### config.mk
export PLATFORM = sky130hd
export DESIGN_NAME = usb_fs_sof_tx
export DESIGN_NICKNAME = d
export VERILOG_FILES = /design/src/rtl/usb_fs_sof_tx.sv
export SDC_FILE = /design/constraint.sdc
export NUM_CORES = 1
export LEC_CHECK = 0
export ABC_AREA = 1
export BUFFER_PORTS_ARGS = -buffer_cell sky130_fd_sc_hd__buf_2
export CAP_MARGIN = 20
export CORE_MARGIN = 3
export CORE_UTILIZATION = 50
export DETAILED_ROUTE_END_ITERATION = 10
export PLACE_DENSITY = 0.76
export SLEW_MARGIN = 20
export SYNTH_ARGS = -nofsm -noshare
export SYNTH_HDL_FRONTEND = slang
export SYNTH_SLANG_ARGS = --single-unit
export TNS_END_PERCENT = 100
### constraint.sdc
create_clock -name clk_48mhz -period 3.3 [get_ports clk_48mhz]
set_input_delay 0.33 -clock clk_48mhz [delete_from_list [all_inputs] [get_ports clk_48mhz]]
set_output_delay 0.33 -clock clk_48mhz [all_outputs]
set_load 0.02 [all_outputs]
### src/rtl/usb_fs_sof_tx.sv
// usb_fs_sof_tx: full-speed USB Start-of-Frame token transmitter.
// One SOF packet (SYNC, PID, frame number, CRC5, EOP) is started every FRAME_PERIOD clocks.
// The packet is bit-stuffed and NRZI-encoded, then driven at 12 Mb/s (4 clocks per bit)
// from the 48 MHz clock. All line outputs are registered.
module usb_fs_sof_tx #(
   parameter int FRAME_PERIOD = 48000
) (
   input  logic        clk_48mhz,
   input  logic        reset,
   input  logic        enable,
   input  logic        frame_load,
   input  logic [10:0] frame_load_value,
   output logic        usb_p_tx,
   output logic        usb_n_tx,
   output logic        usb_tx_en,
   output logic [10:0] frame_index,
   output logic        sof_sent,
   output logic        busy
);

   localparam int            TW         = $clog2(FRAME_PERIOD);
   localparam logic [TW-1:0] TIMER_LAST = TW'(FRAME_PERIOD - 1);
   localparam logic [TW-1:0] TIMER_ONE  = TW'(1);
   localparam logic [7:0]    SYNC_BYTE  = 8'h80;
   localparam logic [7:0]    PID_SOF    = 8'hA5;
   localparam logic [4:0]    CRC5_INIT  = 5'h1F;
   localparam logic [4:0]    CRC5_POLY  = 5'h05;

   typedef enum logic [2:0] {
      ST_IDLE    = 3'd0,
      ST_SYNC    = 3'd1,
      ST_PID     = 3'd2,
      ST_FRAME   = 3'd3,
      ST_CRC     = 3'd4,
      ST_EOP_SE0 = 3'd5,
      ST_EOP_J   = 3'd6
   } state_t;

   // One serial step of CRC5 (x^5 + x^2 + 1), MSB-out shift register.
   function automatic logic [4:0] crc5_step(input logic [4:0] crc, input logic din);
      logic fb;
      fb = crc[4] ^ din;
      return {crc[3:0], 1'b0} ^ (fb ? CRC5_POLY : 5'h00);
   endfunction

   // Fields that carry NRZI data (and therefore take part in bit stuffing).
   function automatic logic is_data(input state_t st);
      return (st == ST_SYNC) || (st == ST_PID) || (st == ST_FRAME) || (st == ST_CRC);
   endfunction

   // Index of the final bit time of each field.
   function automatic logic [3:0] last_bit(input state_t st);
      case (st)
         ST_SYNC:    return 4'd7;
         ST_PID:     return 4'd7;
         ST_FRAME:   return 4'd10;
         ST_CRC:     return 4'd4;
         ST_EOP_SE0: return 4'd1;
         default:    return 4'd0;
      endcase
   endfunction

   // Field sequence of one SOF packet; anything unexpected falls back to IDLE.
   function automatic state_t next_field(input state_t st);
      case (st)
         ST_SYNC:    return ST_PID;
         ST_PID:     return ST_FRAME;
         ST_FRAME:   return ST_CRC;
         ST_CRC:     return ST_EOP_SE0;
         ST_EOP_SE0: return ST_EOP_J;
         default:    return ST_IDLE;
      endcase
   endfunction

   // Raw (pre-NRZI) data bit for a field position; CRC goes out inverted, MSB first.
   function automatic logic field_bit(input state_t st, input logic [3:0] cnt,
                                      input logic [10:0] frame, input logic [4:0] crc);
      logic [2:0] idx;
      idx = 3'd4 - cnt[2:0];
      case (st)
         ST_SYNC:  return SYNC_BYTE[cnt[2:0]];
         ST_PID:   return PID_SOF[cnt[2:0]];
         ST_FRAME: return frame[cnt];
         ST_CRC:   return ~crc[idx];
         default:  return 1'b1;
      endcase
   endfunction

   state_t        state_q, state_d;
   logic [TW-1:0] timer_q, timer_d;
   logic          start_q, start_d;
   logic [1:0]    phase_q, phase_d;
   logic [3:0]    bit_cnt_q, bit_cnt_d;
   logic [2:0]    stuff_cnt_q, stuff_cnt_d;
   logic          stuffing_q, stuffing_d;
   logic [10:0]   frame_lat_q, frame_lat_d;
   logic [4:0]    crc_q, crc_d;
   logic          line_q, line_d;
   logic [10:0]   frame_index_q, frame_index_d;
   logic          sof_sent_q, sof_sent_d;
   logic          tx_en_q, tx_en_d;
   logic          p_q, p_d;
   logic          n_q, n_d;
   logic          new_bit_s;
   logic          raw_cur_s;
   logic          raw_next_s;

   // Frame timer: counts while enabled and requests one packet per period.
   always_comb begin
      timer_d = {TW{1'b0}};
      start_d = 1'b0;
      if (enable) begin
         if (timer_q == TIMER_LAST) begin
            timer_d = {TW{1'b0}};
            start_d = 1'b1;
         end else begin
            timer_d = timer_q + TIMER_ONE;
            start_d = 1'b0;
         end
      end else begin
         timer_d = {TW{1'b0}};
         start_d = 1'b0;
      end
   end

   // Packet sequencer: bit phase, field position, stuffing, CRC, frame number and NRZI level.
   always_comb begin
      state_d       = state_q;
      phase_d       = phase_q;
      bit_cnt_d     = bit_cnt_q;
      stuff_cnt_d   = stuff_cnt_q;
      stuffing_d    = stuffing_q;
      frame_lat_d   = frame_lat_q;
      crc_d         = crc_q;
      frame_index_d = frame_index_q;
      sof_sent_d    = 1'b0;
      new_bit_s     = 1'b0;
      raw_next_s    = 1'b1;
      line_d        = line_q;
      raw_cur_s     = stuffing_q ? 1'b0 : field_bit(state_q, bit_cnt_q, frame_lat_q, crc_q);

      case (state_q)
         ST_IDLE: begin
            phase_d = 2'd0;
            if (start_q) begin
               state_d     = ST_SYNC;
               bit_cnt_d   = 4'd0;
               stuff_cnt_d = 3'd0;
               stuffing_d  = 1'b0;
               frame_lat_d = frame_index_q;
               crc_d       = CRC5_INIT;
               new_bit_s   = 1'b1;
            end else if (frame_load) begin
               frame_index_d = frame_load_value;
            end else begin
               frame_index_d = frame_index_q;
            end
         end
         default: begin
            phase_d = phase_q + 2'd1;
            // sof_sent lands on the final clock of EOP_J together with the frame increment
            if ((state_q == ST_EOP_J) && (phase_q == 2'd2)) begin
               sof_sent_d    = 1'b1;
               frame_index_d = frame_index_q + 11'd1;
            end else begin
               sof_sent_d    = 1'b0;
            end
            if (phase_q == 2'd3) begin
               new_bit_s = 1'b1;
               if (stuffing_q) begin
                  // the field position already points past the bit that caused the stuff
                  stuffing_d  = 1'b0;
                  stuff_cnt_d = 3'd0;
               end else begin
                  if (state_q == ST_FRAME) begin
                     crc_d = crc5_step(crc_q, raw_cur_s);
                  end else begin
                     crc_d = crc_q;
                  end
                  if (bit_cnt_q == last_bit(state_q)) begin
                     bit_cnt_d = 4'd0;
                     state_d   = next_field(state_q);
                  end else begin
                     bit_cnt_d = bit_cnt_q + 4'd1;
                  end
                  if (is_data(state_q) && raw_cur_s) begin
                     if (stuff_cnt_q == 3'd5) begin
                        stuffing_d  = 1'b1;
                        stuff_cnt_d = 3'd0;
                     end else begin
                        stuff_cnt_d = stuff_cnt_q + 3'd1;
                     end
                  end else begin
                     stuff_cnt_d = 3'd0;
                  end
               end
            end else begin
               new_bit_s = 1'b0;
            end
         end
      endcase

      // NRZI: a raw 0 toggles the line, a raw 1 holds it; outside data the level rests at J
      if (new_bit_s) begin
         if (stuffing_d) begin
            raw_next_s = 1'b0;
         end else begin
            raw_next_s = field_bit(state_d, bit_cnt_d, frame_lat_d, crc_d);
         end
         if (stuffing_d || is_data(state_d)) begin
            line_d = raw_next_s ? line_q : ~line_q;
         end else begin
            line_d = 1'b1;
         end
      end else begin
         line_d = line_q;
      end
   end

   // Line drivers: decode the upcoming state into D+/D-/output-enable levels.
   always_comb begin
      tx_en_d = 1'b1;
      p_d     = 1'b1;
      n_d     = 1'b0;
      if (stuffing_d || is_data(state_d)) begin
         p_d = line_d;
         n_d = ~line_d;
      end else begin
         case (state_d)
            ST_EOP_SE0: begin
               p_d = 1'b0;
               n_d = 1'b0;
            end
            ST_EOP_J: begin
               p_d = 1'b1;
               n_d = 1'b0;
            end
            default: begin
               tx_en_d = 1'b0;
               p_d     = 1'b1;
               n_d     = 1'b0;
            end
         endcase
      end
   end

   // State and output registers with synchronous reset; reset aborts any packet at once.
   always_ff @(posedge clk_48mhz) begin
      if (reset) begin
         state_q       <= ST_IDLE;
         timer_q       <= {TW{1'b0}};
         start_q       <= 1'b0;
         phase_q       <= 2'd0;
         bit_cnt_q     <= 4'd0;
         stuff_cnt_q   <= 3'd0;
         stuffing_q    <= 1'b0;
         frame_lat_q   <= 11'd0;
         crc_q         <= CRC5_INIT;
         line_q        <= 1'b1;
         frame_index_q <= 11'd0;
         sof_sent_q    <= 1'b0;
         tx_en_q       <= 1'b0;
         p_q           <= 1'b1;
         n_q           <= 1'b0;
      end else begin
         state_q       <= state_d;
         timer_q       <= timer_d;
         start_q       <= start_d;
         phase_q       <= phase_d;
         bit_cnt_q     <= bit_cnt_d;
         stuff_cnt_q   <= stuff_cnt_d;
         stuffing_q    <= stuffing_d;
         frame_lat_q   <= frame_lat_d;
         crc_q         <= crc_d;
         line_q        <= line_d;
         frame_index_q <= frame_index_d;
         sof_sent_q    <= sof_sent_d;
         tx_en_q       <= tx_en_d;
         p_q           <= p_d;
         n_q           <= n_d;
      end
   end

   assign usb_p_tx    = p_q;
   assign usb_n_tx    = n_q;
   assign usb_tx_en   = tx_en_q;
   assign busy        = tx_en_q;
   assign frame_index = frame_index_q;
   assign sof_sent    = sof_sent_q;

endmodule

==> results of run 1 <==
-- flip-flops by register name, indices dropped and copies added (netlist names), named ones only --
name / count
timer_q: 16
frame_index: 11
frame_lat_q: 11
crc_q: 5
bit_cnt_q: 4
state_q: 3
stuff_cnt_q: 3
phase_q: 2
busy: 1
line_q: 1
sof_sent: 1
start_q: 1
stuffing_q: 1
usb_n_tx: 1
usb_p_tx: 1
-- cell type report --
type / count / area, um^2 / share of cell area [%]
tap: 96 / 120 / 2.90
sequential: 64 / 1280 / 31.0
inverter: 99 / 372 / 8.98
clock inverter: 7 / 55.1 / 1.33
clock buffer: 9 / 124 / 2.99
multi-input combinational: 402 / 2000 / 48.3
timing repair buffer: 35 / 188 / 4.54
-- through the flow --
step,hold WS (ns),util [%]
global placement,0.427,56.4
CTS,0.244,58.9
detailed placement,0.452,56.4
finish,0.256,58.9
global route,0.251,58.9
floorplan,0.414,-
-- worst paths after layout --
path	from	endpoint	slack [ns]	cells past startpoint
max reg2reg	bit_cnt_q[1]	usb_p_tx	0.48	24
max	bit_cnt_q[1]	usb_p_tx	0.48	24
min	frame_load_value[0]	frame_index[0]	0.26	3
min reg2reg	phase_q[0]	phase_q[0]	0.46	1
-- routing by layer --
layer | share of wire [%] | routed length [um] | track usage (%) | vias to the layer above
li1 | - | - | - | 1923
met1 | 46 | 4150 | 28.0 | 1687
met2 | 45 | 4060 | 36.9 | 120
met3 | 6.2 | 552 | 5.28 | 22
met4 | 1.8 | 165 | 7.05 | 0
met5 | 0 | 0 | 0 | -
-- repair_timing --
item                                    CTS  global route
hold buffers                              0             0
endpoints found under the setup margin    0             3
resized for setup                         0             1
-- layout by cell type, fill, tap and decap left out, drive strengths merged --
cell / synthesis / final
a21oi: 24 / 24
o21a: 2 / 2
a221oi: 1 / 1
a31oi: 5 / 5
buf: 9 / 35
xor2: 10 / 10
nand4: 7 / 7
nor4: 3 / 3
nor2: 80 / 80
nand3b: 2 / 2
inv: 99 / 102
nor3: 9 / 9
clkinvlp: 0 / 1
nor3b: 4 / 4
nand3: 63 / 63
o21ai: 52 / 52
o2111ai: 2 / 2
ha: 6 / 6
clkbuf: 7 / 9
nand2: 122 / 122
o22ai: 2 / 2
or2: 6 / 6
dfxtp: 64 / 64
clkinv: 0 / 3
o211ai: 2 / 2
-- tightest hold or removal path, stage by stage --
cell,delay [ns]
sky130_fd_sc_hd__buf_2,0.09
sky130_fd_sc_hd__nand2_1,0.05
sky130_fd_sc_hd__a31oi_1,0.07
-- power groups by stage --
stage / combinational, mW / sequential, mW / clock (mW)
2_1_floorplan: 0.0383 / 0.820 / 0
3_3_place_gp: 0.0732 / 0.810 / 0
3_5_place_dp: 0.0740 / 0.811 / 0
4_1_cts: 0.0747 / 0.793 / 0.622
5_1_grt: 0.0844 / 0.795 / 0.656
6_report: 0.0742 / 0.793 / 0.611
-- logic make-up (layout without fill, tap and decap cells) --
logic type | after synthesis | after routing | share of synthesized area [%]
adders and majority gates | 6 | 6 | 2.01
xor gates and xnor gates | 10 | 10 | 2.35
buffers and inverters | 115 | 150 | 12.1
AOI/OAI and AO/OA | 90 | 90 | 13.2
DFF | 64 | 64 | 34.4
and+or+nand+nor | 296 | 296 | 36.0
==> impl_summary.md, run 1 <==
Cells and area
The number of inserted filler cells in the final layout is 677. For this run, the post-layout net count is 632. Cells with a size suffix above 1 make up between 10% and 20% of the layout. With fillers left out, the area of the finished cells amounts to 4140 um^2. The layout overhead on the synthesized area is 10.9%.

The finished layout holds 712 standard cells, fillers aside. The number of antenna diodes in the final layout is 0.

Pwr
The overall power after layout is approximately 1.5 mW. Cell internal power was estimated by the tool at 1.09 mW. Net switching is 26.3% of the power.

Sequential cells burn 53.6% of the power. The analysis attributes to cell leakage a power of 1.88 nW. Summed over all nets, the switching power comes to just under 400 uW. The clock network is responsible for 41.3% of the overall power. The largest vdd supply drop is 0.235 mV.

The logic gate share of total power is 5.0%. For this design the ratio of total power to cell area is roughly 360 nW/um^2.

Timing
Across all setup checks in the final design, the least slack found is 0.478 ns. The clock arrives with 0.00664 ns of skew. Derived from the worst setup path, the maximum achievable clock frequency is 354 MHz. The worst relative slew slack is 58.2%. After layout, the worst path uses around 86% of the clock period.

The number of hold violations in the final report is 0. The worst-margin pin slew is 0.621 ns. Summed over all failing endpoints, the final setup total negative slack is 0 ns.

The max-slew violation count is 0. The total setup violations reported at the end of the flow is 0. Setup repair after global routing left no endpoint under its margin.

The final critical path time including I/O delays and setup is around 2.8 ns.

Synth
The register area share after synthesis is 34.4%. For this run, the number of Yosys warnings is 0. In the synthesized netlist the dominant register cell turns out to be sky130_fd_sc_hd__dfxtp_1. The instance count of the mapped netlist is 581. The synthesized netlist occupies a cell area of 3730 um^2. By area the synthesized netlist is led by sky130_fd_sc_hd__dfxtp_1, sky130_fd_sc_hd__nand2_1, sky130_fd_sc_hd__inv_1. The share of synthesized area in the top cell type comes to 34.4%. The number of different library cells used by synthesis comes to 35.

In the synthesized netlist the async set-or-reset flop fraction comes to 0%. The number of synthesized register bits is 64. The number of flops mapped to enable cells by yosys is 0.

The most frequently used cell type in the post-synthesis netlist is sky130_fd_sc_hd__nand2_1. The average size of a mapped cell is ~6.4 um^2. Summed over all instances, the cell type with the most area after synthesis is sky130_fd_sc_hd__dfxtp_1. The net count after synthesis is about 600.

After synthesis, the most frequently instantiated cells are sky130_fd_sc_hd__nand2_1, sky130_fd_sc_hd__inv_1, sky130_fd_sc_hd__nor2_1, sky130_fd_sc_hd__dfxtp_1, sky130_fd_sc_hd__nand3_1.

Min path
The path category of the worst min-delay check is primary input to flip-flop.

Critical path
The data arrival time of the critical path is 3.05 ns. The endpoint required time on the critical path is 3.53 ns. The library cell contributing the largest single delay on the critical path is sky130_fd_sc_hd__dfxtp_2.

STA classifies the critical path endpoint as a flip-flop. The start-to-end type of the worst setup path is flip-flop to flip-flop. On the critical path the largest part of the delay comes from simple AND/OR/NAND/NOR gates. The worst setup path is launched from a flip-flop. The cell that appears most often on the critical path is sky130_fd_sc_hd__nand2_1.

The maximum fanout count along the critical path is 9. The number of buffers and inverters on the critical path is 2. The worst stage delay on the critical path is 0.44 ns. Traced cell by cell, the critical path runs through inv_1, ha_1, inv_1, nand3_1, nor2_1, nor2_1, a21oi_1, nand2_1, nand2_1, nand2_1, nand3_1, nand3_1, nand2_1, nand3_1, nand2_1, nand2_1, nand2_1, nand3_1, nand2_1, nand2_1, nand2_1, nand2_1, nand2_1, nand2_1.

Routing
For this block, the routed nets add up to 8930 um of wire. The total number of vias is 3752. The number of nets with antenna violations after routing is 0.

The pre-antenna-repair detailed-routing pass consisted of 5 iterations. In the final routed layout, each cell accounts on average for roughly 13 um. The final routed DRC violation total is 0.

Dividing the detail-routed via count by the number of cells gives 5.27. For this block, the initial DRC count from the detailed router was just under 200.

Clocking
The CTS tree is built. The level count of the clock H-tree is 3. The worst-skew pair later-pin latency is 0.34 ns. The buffer cell driving the clock tree root is sky130_fd_sc_hd__clkbuf_8. The number of setup buffers added after CTS is 0. Clock-pin slew was measured on the worst setup and hold paths at 0.08 ns. The clock buffer count from CTS is 9. The number of sinks driven by the clock tree is 64. The buffer depth of the longest clock path is 2.

Placement
Port buffering added 30 buffers. The placed cell count is 696. OpenSTA, run right after detailed placement, puts the worst setup slack at 0.346 ns. The final weighted congestion in routability-driven placement is roughly 0.93. The placed cell area is a little under 4000 um^2. Summed over all nets, the half-perimeter wirelength after detailed placement is 6710 um.

Global routing
The via count of the first global-routing pass is roughly 3500. The overall track demand over capacity in global routing is around 22%. Global routing finished with a remaining overflow of 0.

The first global-routing pass estimated 15400 um of wire. The number of antenna violations at the first check in global routing came to 0. Entering global routing, the biggest net connects 33 pins.

Run status
The run finished with clean final reports.

Die
The full die area is 8530 um^2. The floorplan has 30 rows. The initial utilization of the core area, before any placement, comes to approximately 53%. The region available for standard cell placement spans 7020 um^2. The overall die height is 92.4 um. The number of primary I/O pins is 31. Measured along the x axis, the die boundary spans 92.4 um.

Flow run
Max-cap violations in this run came to 0.
No activity file was read; power rests on OpenSTA's default activity.
==> run 2: changes to the inputs <==
CORE_UTILIZATION = 60   (was 50)
PLACE_DENSITY = 0.87   (was 0.76)
==> run 2 against run 1 <==
Net effect:
- first-iteration DRC count grew 79%
- setup slack worse by 0.14 ns
- combinational power increased by 0.5%
- flip-flop and latch count unchanged
- final cell count decreased by 2.8%
- register-to-register slack got worse by 0.14 ns
- via count up 2.4%
- critical path type unchanged
==> impl_summary.md, run 2 (same netlist as run 1, synthesis figures left out) <==
Placement
The final weighted congestion in routability-driven placement was 1.03 (was 0.931). The placed cell count is 676 (was 696). The placed cell area is 3940 um^2 (was 3960 um^2). The placement-stage worst setup slack came to 0.395 ns (was 0.346 ns).

The half-perimeter wire length after detailed placement was 6760 um (was 6710 um). The number of input and output port buffers inserted is 30 (unchanged).

Timing
The final critical path time including I/O delays and setup is 2.96 ns (was 2.82 ns). The number of hold violations in the final report is 0 (unchanged). The worst relative slew slack is 59.3% (was 58.2%). The worst-margin pin slew is 0.604 ns (was 0.621 ns). The final total negative setup slack is 0 ns (unchanged). The worst setup margin was 0.341 ns (was 0.478 ns). Setup repair after global routing missed its margin: false (unchanged).

The top achievable clock speed is 338 MHz (was 354 MHz). The part of the cycle the worst path needs is 89.7% (was 85.5%). The total setup violations reported at the end of the flow is 0 (unchanged). The final-layout worst hold slack is 0.240 ns (was 0.256 ns).

The worst-case clock skew is 0.0101 ns (was 0.00664 ns). The max-slew violation count is 0 (unchanged).

Die
The die boundary width is 84.8 um (was 92.4 um). The site row count was 28 (was 30). The placeable core region is 5960 um^2 (was 7020 um^2).

The number of primary I/O pins came to 31 (unchanged). The starting utilization of the core area is 62.6% (was 53.1%). The overall die height is 84.8 um (was 92.4 um). The full die area is 7200 um^2 (was 8530 um^2).

Pwr
The static leakage power is 1.91 nW (was 1.88 nW). The overall power after layout is 1.62 mW (was 1.48 mW). The power per cell area came to 390 nW/um^2 (was 357 nW/um^2). The largest vdd supply drop is 0.325 mV (was 0.235 mV).

Critical path
The endpoint required time on the critical path is 3.54 ns (was 3.53 ns). The data arrival time of the critical path is 3.20 ns (was 3.05 ns). The maximum fanout count along the critical path is 9 (unchanged). The startpoint type of the worst setup path is a flip-flop (unchanged). The kind of end point of the critical path is a flip-flop (unchanged). The start-to-end type of the worst setup path is flip-flop to flip-flop (unchanged).

Routing
The number of iterations in the first detailed-routing pass came to 5 (unchanged). The total number of vias came to 3843 (was 3752). The number of nets with antenna violations after routing came to 0 (unchanged).

The routed wire length per instance is 13.3 um (was 12.5 um). The sum of routed wire length over all layers is 9200 um (was 8930 um). The final routed DRC violation total came to 0 (unchanged).

The number of DRC markers after the initial detailed-route iteration was 350 (was 196). The number of vias per cell came to 5.55 (was 5.27).

Cells and area
The flip-flop count of the largest register after layout is 16 (unchanged). The proportion of layout cells with a drive suffix above 1 is 13.5% (about the same). The register with the highest flop count was timer_q (unchanged). The number of nets in the layout is 633 (was 632). The leading cell type in the layout, fill and taps excluded was sky130_fd_sc_hd__nand2_1 (unchanged). The final design utilization came to 69.9% (was 58.9%). Commonest cells after routing, fill and taps aside: sky130_fd_sc_hd__nand2_1, sky130_fd_sc_hd__inv_1, sky130_fd_sc_hd__nor2_1 (unchanged).

The final cell count without fillers is 692 (was 712). The final standard cell area without fillers is 4170 um^2 (was 4140 um^2). The number of diodes added for antenna fixing was 0 (unchanged). The layout overhead on the synthesized area came to 11.7% (was 10.9%).

Global routing
The number of antenna violations at the first check in global routing is 0 (unchanged). The largest net degree at the start of global routing came to 33 (unchanged). The overall track demand over capacity in global routing is 27.1% (was 22.1%). The final global-route overflow total is 0 (unchanged).

The wire length of the first global-routing pass is 15800 um (was 15400 um). The via count of the first global-routing pass came to 3565 (was 3505).

Clocking
The number of gates resized after cts is 0 (unchanged). The register clock-pin slew on the reported worst setup and hold paths came to 0.08 ns (about the same). The number of sinks driven by the clock tree is 64 (unchanged). The clock buffer count from CTS came to 9 (unchanged). The post-CTS repair timing setup buffer count came to 0 (unchanged). The buffer cell driving the clock tree root is sky130_fd_sc_hd__clkbuf_8 (unchanged). The level count of the clock H-tree is 3 (unchanged). The CTS tree is built (unchanged). The buffer depth of the longest clock path was 2 (unchanged).

The number of hold buffers added after cts was 0 (unchanged). The worst-skew pair later-pin latency came to 0.35 ns (was 0.34 ns).

Min path
The path category of the worst min-delay check is primary input to flip-flop (unchanged).

Run status
Run status: finished, final reports clean (unchanged).

Flow run
The number of maximum-capacitance constraint violations is 0 (unchanged).
[run 2: cell count changes in the layout (fill, tap and decap cells not counted)]
cell / change
sky130_fd_sc_hd__dfxtp_1: +1
sky130_fd_sc_hd__dfxtp_2: -1
sky130_fd_sc_hd__inv_8: -1
sky130_fd_sc_hd__clkinv_4: +1
sky130_fd_sc_hd__clkinv_2: -2
sky130_fd_sc_hd__buf_4: +1
sky130_fd_sc_hd__bufinv_16: +2
[run 2: critical path, stage by stage, from the launching register on]
cell	delay [ns]
sky130_fd_sc_hd__dfxtp_1	0.53
sky130_fd_sc_hd__inv_1	0.25
sky130_fd_sc_hd__ha_1	0.36
sky130_fd_sc_hd__inv_1	0.08
sky130_fd_sc_hd__nand3_1	0.07
sky130_fd_sc_hd__nor2_1	0.12
sky130_fd_sc_hd__nor2_1	0.05
sky130_fd_sc_hd__a21oi_1	0.14
sky130_fd_sc_hd__nand2_1	0.10
sky130_fd_sc_hd__nand2_1	0.11
sky130_fd_sc_hd__nand2_1	0.08
sky130_fd_sc_hd__nand3_1	0.07
sky130_fd_sc_hd__nand3_1	0.07
sky130_fd_sc_hd__nand2_1	0.10
sky130_fd_sc_hd__nand3_1	0.10
sky130_fd_sc_hd__nand2_1	0.08
sky130_fd_sc_hd__nand2_1	0.05
sky130_fd_sc_hd__nand2_1	0.05
sky130_fd_sc_hd__nand3_1	0.06
sky130_fd_sc_hd__nand2_1	0.08
sky130_fd_sc_hd__nand2_1	0.06
sky130_fd_sc_hd__nand2_1	0.08
sky130_fd_sc_hd__nand2_1	0.07
sky130_fd_sc_hd__nand2_1	0.07
sky130_fd_sc_hd__nand2_1	0.05
[run 2: per-layer routing]
metal | vias up | part of all wire [%] | wire, um | GRT usage (%)
met2 | 170 | 46 | 4280 | 45.1
met4 | 0 | 3.3 | 302 | 12.7
met5 | - | 0 | 0 | 0
met3 | 29 | 7.1 | 657 | 5.34
li1 | 1923 | - | - | -
met1 | 1721 | 43 | 3970 | 33.9
[run 2: worst paths after layout]
kind / from / to / slack (ns) / cells after the start
max: bit_cnt_q[1] / usb_p_tx / 0.34 / 24
max reg2reg: bit_cnt_q[1] / usb_p_tx / 0.34 / 24
min reg2reg: timer_q[0] / timer_q[0] / 0.45 / 1
min: frame_load_value[0] / frame_index[0] / 0.24 / 3
[run 2: where the power goes]
part | total, mW | switching, mW | internal, mW
combinational | 0.0746 | 0.0489 | 0.0257
sequential | 0.793 | 0.0112 | 0.782
clock | 0.756 | 0.323 | 0.432
total | 1.62 | 0.383 | 1.24
[run 2: cell type report]
cell class | instances | area, um^2
clock buffer | 9 | 124
inverter | 99 | 372
multi-input combinational | 402 | 2000
tap | 75 | 93.8
fill | 530 | 1790
clock inverter | 7 | 103
sequential | 64 | 1280
timing repair buffer | 36 | 195
==> run 3: changes to the inputs <==
CORE_MARGIN = 4   (was 3)
CORE_UTILIZATION = 65   (was 60)
PLACE_DENSITY = 0.93   (was 0.87)
clock period = 3.5 ns   (was 3.3 ns; I/O delays follow)
==> run 3 against run 2 <==
Net effect:
- wire length grew 2.9%
- setup slack gained 0.011 ns
- critical path type unchanged
- register-to-register slack is essentially flat
- critical path depth is the same
- cell area shrank 1.4%
- sequential power shrank 5.7%
- total power shrank 12%
- critical endpoint unchanged
- clock skew is essentially flat
- fmax shrank 6.0%
==> impl_summary.md, run 3 (same netlist as run 1, synthesis figures left out) <==
Critical path
The number of buffer and inverter instances along the worst setup path is 2 (unchanged). The worst stage delay on the critical path is 0.59 ns (was 0.53 ns). The endpoint required time on the critical path is 3.74 ns (was 3.54 ns).

The library cell contributing the largest single delay on the critical path was sky130_fd_sc_hd__dfxtp_1 (unchanged). Series of cell instances along the critical path: inv_1, ha_1, inv_1, nand3_1, nor2_1, nor2_1, a21oi_1, nand2_1, nand2_1, nand2_1, nand3_1, nand3_1, nand2_1, nand3_1, nand2_1, nand2_1, nand2_1, nand3_1, nand2_1, nand2_1, nand2_1, nand2_1, nand2_1, nand2_1 (unchanged). The length in cells of the worst reg-to-reg path is 24 (unchanged). The cell depth of the worst setup path is 24 (unchanged). The largest delay contributor family on the critical path is simple AND/OR/NAND/NOR gates (unchanged). The minimum setup slack among reg-to-reg paths came to 0.35 ns (was 0.34 ns). The maximum fanout count along the critical path was 13 (was 9). The start-to-end type of the worst setup path is flip-flop to flip-flop (unchanged). The kind of end point of the critical path is a flip-flop (unchanged). The library cell appearing most often on the critical path is sky130_fd_sc_hd__nand2_1 (unchanged). The startpoint type of the worst setup path is a flip-flop (unchanged). The data arrival time of the critical path is 3.39 ns (was 3.20 ns).

Die
The full die area is 7010 um^2 (was 7200 um^2). The placeable core region is 5540 um^2 (was 5960 um^2). The starting utilization of the core area was 67.3% (was 62.6%). The overall die height is 83.8 um (was 84.8 um).

The die boundary width is 83.8 um (was 84.8 um). The site row count was 27 (was 28). The number of primary I/O pins is 31 (unchanged).

Timing
The worst relative slew slack is 57.6% (was 59.3%). The worst-case clock skew is 0.0102 ns (was 0.0101 ns). The top achievable clock speed is 318 MHz (was 338 MHz). The total setup violations reported at the end of the flow is 0 (unchanged). The final-layout worst hold slack is 0.278 ns (was 0.240 ns). The number of hold violations in the final report came to 0 (unchanged). Setup repair after global routing missed its margin: false (unchanged). The final total negative setup slack is 0 ns (unchanged). The max-slew violation count is 0 (unchanged).

The worst-margin pin slew is 0.630 ns (was 0.604 ns). The worst setup margin was 0.352 ns (was 0.341 ns). The final critical path time including I/O delays and setup is 3.15 ns (was 2.96 ns). The part of the cycle the worst path needs was 89.9% (was 89.7%).

Routing
The number of nets with antenna violations after routing came to 0 (unchanged). The number of iterations in the first detailed-routing pass is 6 (was 5). The number of vias per cell is 5.64 (was 5.55).

The final routed DRC violation total was 0 (unchanged). The number of DRC markers after the initial detailed-route iteration is 388 (was 350). The total number of vias is 3873 (was 3843). The sum of routed wire length over all layers was 9470 um (was 9200 um). The routed wire length per instance is 13.8 um (was 13.3 um).

Cells and area
The final design utilization came to 74.1% (was 69.9%). Commonest cells after routing, fill and taps aside: sky130_fd_sc_hd__nand2_1, sky130_fd_sc_hd__inv_1, sky130_fd_sc_hd__nor2_1 (unchanged). The number of inserted filler cells in the final layout is 418 (was 530).

The leading cell type in the layout, fill and taps excluded was sky130_fd_sc_hd__nand2_1 (unchanged). The layout overhead on the synthesized area is 10.1% (was 11.7%). The area taken by multi-input logic gates came to 2000 um^2 (unchanged). The area taken by flip-flops and latches came to 1280 um^2 (unchanged). The flip-flop count of the largest register after layout is 16 (unchanged). The proportion of layout cells with a drive suffix above 1 is 12.8% (was 13.5%). The number of nets in the layout is 631 (was 633). The final standard cell area without fillers is 4110 um^2 (was 4170 um^2).

The number of diodes added for antenna fixing came to 0 (unchanged). The final cell count without fillers is 687 (was 692). The register with the highest flop count is timer_q (unchanged).

Placement
The half-perimeter wire length after detailed placement came to 7010 um (was 6760 um). The final weighted congestion in routability-driven placement is 1.01 (was 1.03). The placement-stage worst setup slack is 0.434 ns (was 0.395 ns). The placed cell area came to 3920 um^2 (was 3940 um^2).

The number of input and output port buffers inserted is 30 (unchanged). The placed cell count is 671 (was 676).

Clocking
The number of sinks driven by the clock tree is 64 (unchanged). The number of hold buffers added after cts is 0 (unchanged). The CTS tree is built (unchanged). The number of gates resized after cts is 0 (unchanged). The clock buffer count from CTS came to 9 (unchanged). The post-CTS repair timing setup buffer count came to 0 (unchanged). The buffer depth of the longest clock path is 2 (unchanged). The level count of the clock H-tree is 3 (unchanged).

The worst-skew pair later-pin latency was 0.34 ns (was 0.35 ns). The buffer cell driving the clock tree root is sky130_fd_sc_hd__clkbuf_8 (unchanged). The register clock-pin slew on the reported worst setup and hold paths is 0.07 ns (was 0.08 ns).

Global routing
The final global-route overflow total is 0 (unchanged). The fraction of met3 tracks used by global routing is 5.82% (was 5.34%). The largest net degree at the start of global routing is 33 (unchanged). The busiest layer in global routing is met2 (unchanged). The wire length of the first global-routing pass is 15800 um (about the same). The via count of the first global-routing pass came to 3722 (was 3565).

The number of antenna violations at the first check in global routing is 0 (unchanged). The overall track demand over capacity in global routing is 27.3% (was 27.1%). The met1 track demand over resource in global routing is 32.0% (was 33.9%).

The fraction of met2 tracks used by global routing is 47.4% (was 45.1%).

Pwr
The power per cell area is 349 nW/um^2 (was 390 nW/um^2). The overall power after layout is 1.43 mW (was 1.62 mW). The largest vdd supply drop was 0.379 mV (was 0.325 mV).

The static leakage power was 1.88 nW (was 1.91 nW).

Min path
The number of instances on the worst hold path is 3 (unchanged). The path category of the worst min-delay check is primary input to flip-flop (unchanged).

Run status
Run status: finished, final reports clean (unchanged).

Flow run
The number of maximum-capacitance constraint violations was 0 (unchanged).
-- run 3: path summary, 6_finish.rpt --
kind / from / end
setup / recovery: bit_cnt_q[0] / usb_p_tx
hold / removal: frame_load_value[1] / frame_index[1]
setup reg to reg: bit_cnt_q[0] / usb_p_tx
hold reg to reg: timer_q[0] / timer_q[0]
-- run 3: where the power goes --
group | internal, mW | total (mW) | switching, mW
sequential | 0.738 | 0.748 | 0.0104
clock | 0.329 | 0.611 | 0.282
combinational | 0.0243 | 0.0728 | 0.0485
total | 1.09 | 1.43 | 0.340
-- run 3: worst min-delay path: stages --
cell                      delay [ns]
sky130_fd_sc_hd__buf_2          0.09
sky130_fd_sc_hd__nand2_1        0.05
sky130_fd_sc_hd__a31oi_1        0.07
-- run 3: routing by layer --
metal	routed length, um	vias to the layer above
met4	274	0
met1	3710	1732
li1	-	1919
met2	4650	186
met5	0	-
met3	832	36
-- run 3: cell type report --
class	instances	share of cell area [%]
Clock inverter	5	1.37
Inverter	99	9.05
Tap cell	72	2.19
Timing Repair Buffer	34	4.39
Clock buffer	11	3.20
Multi-Input combinational cell	402	48.6
Sequential cell	64	31.2
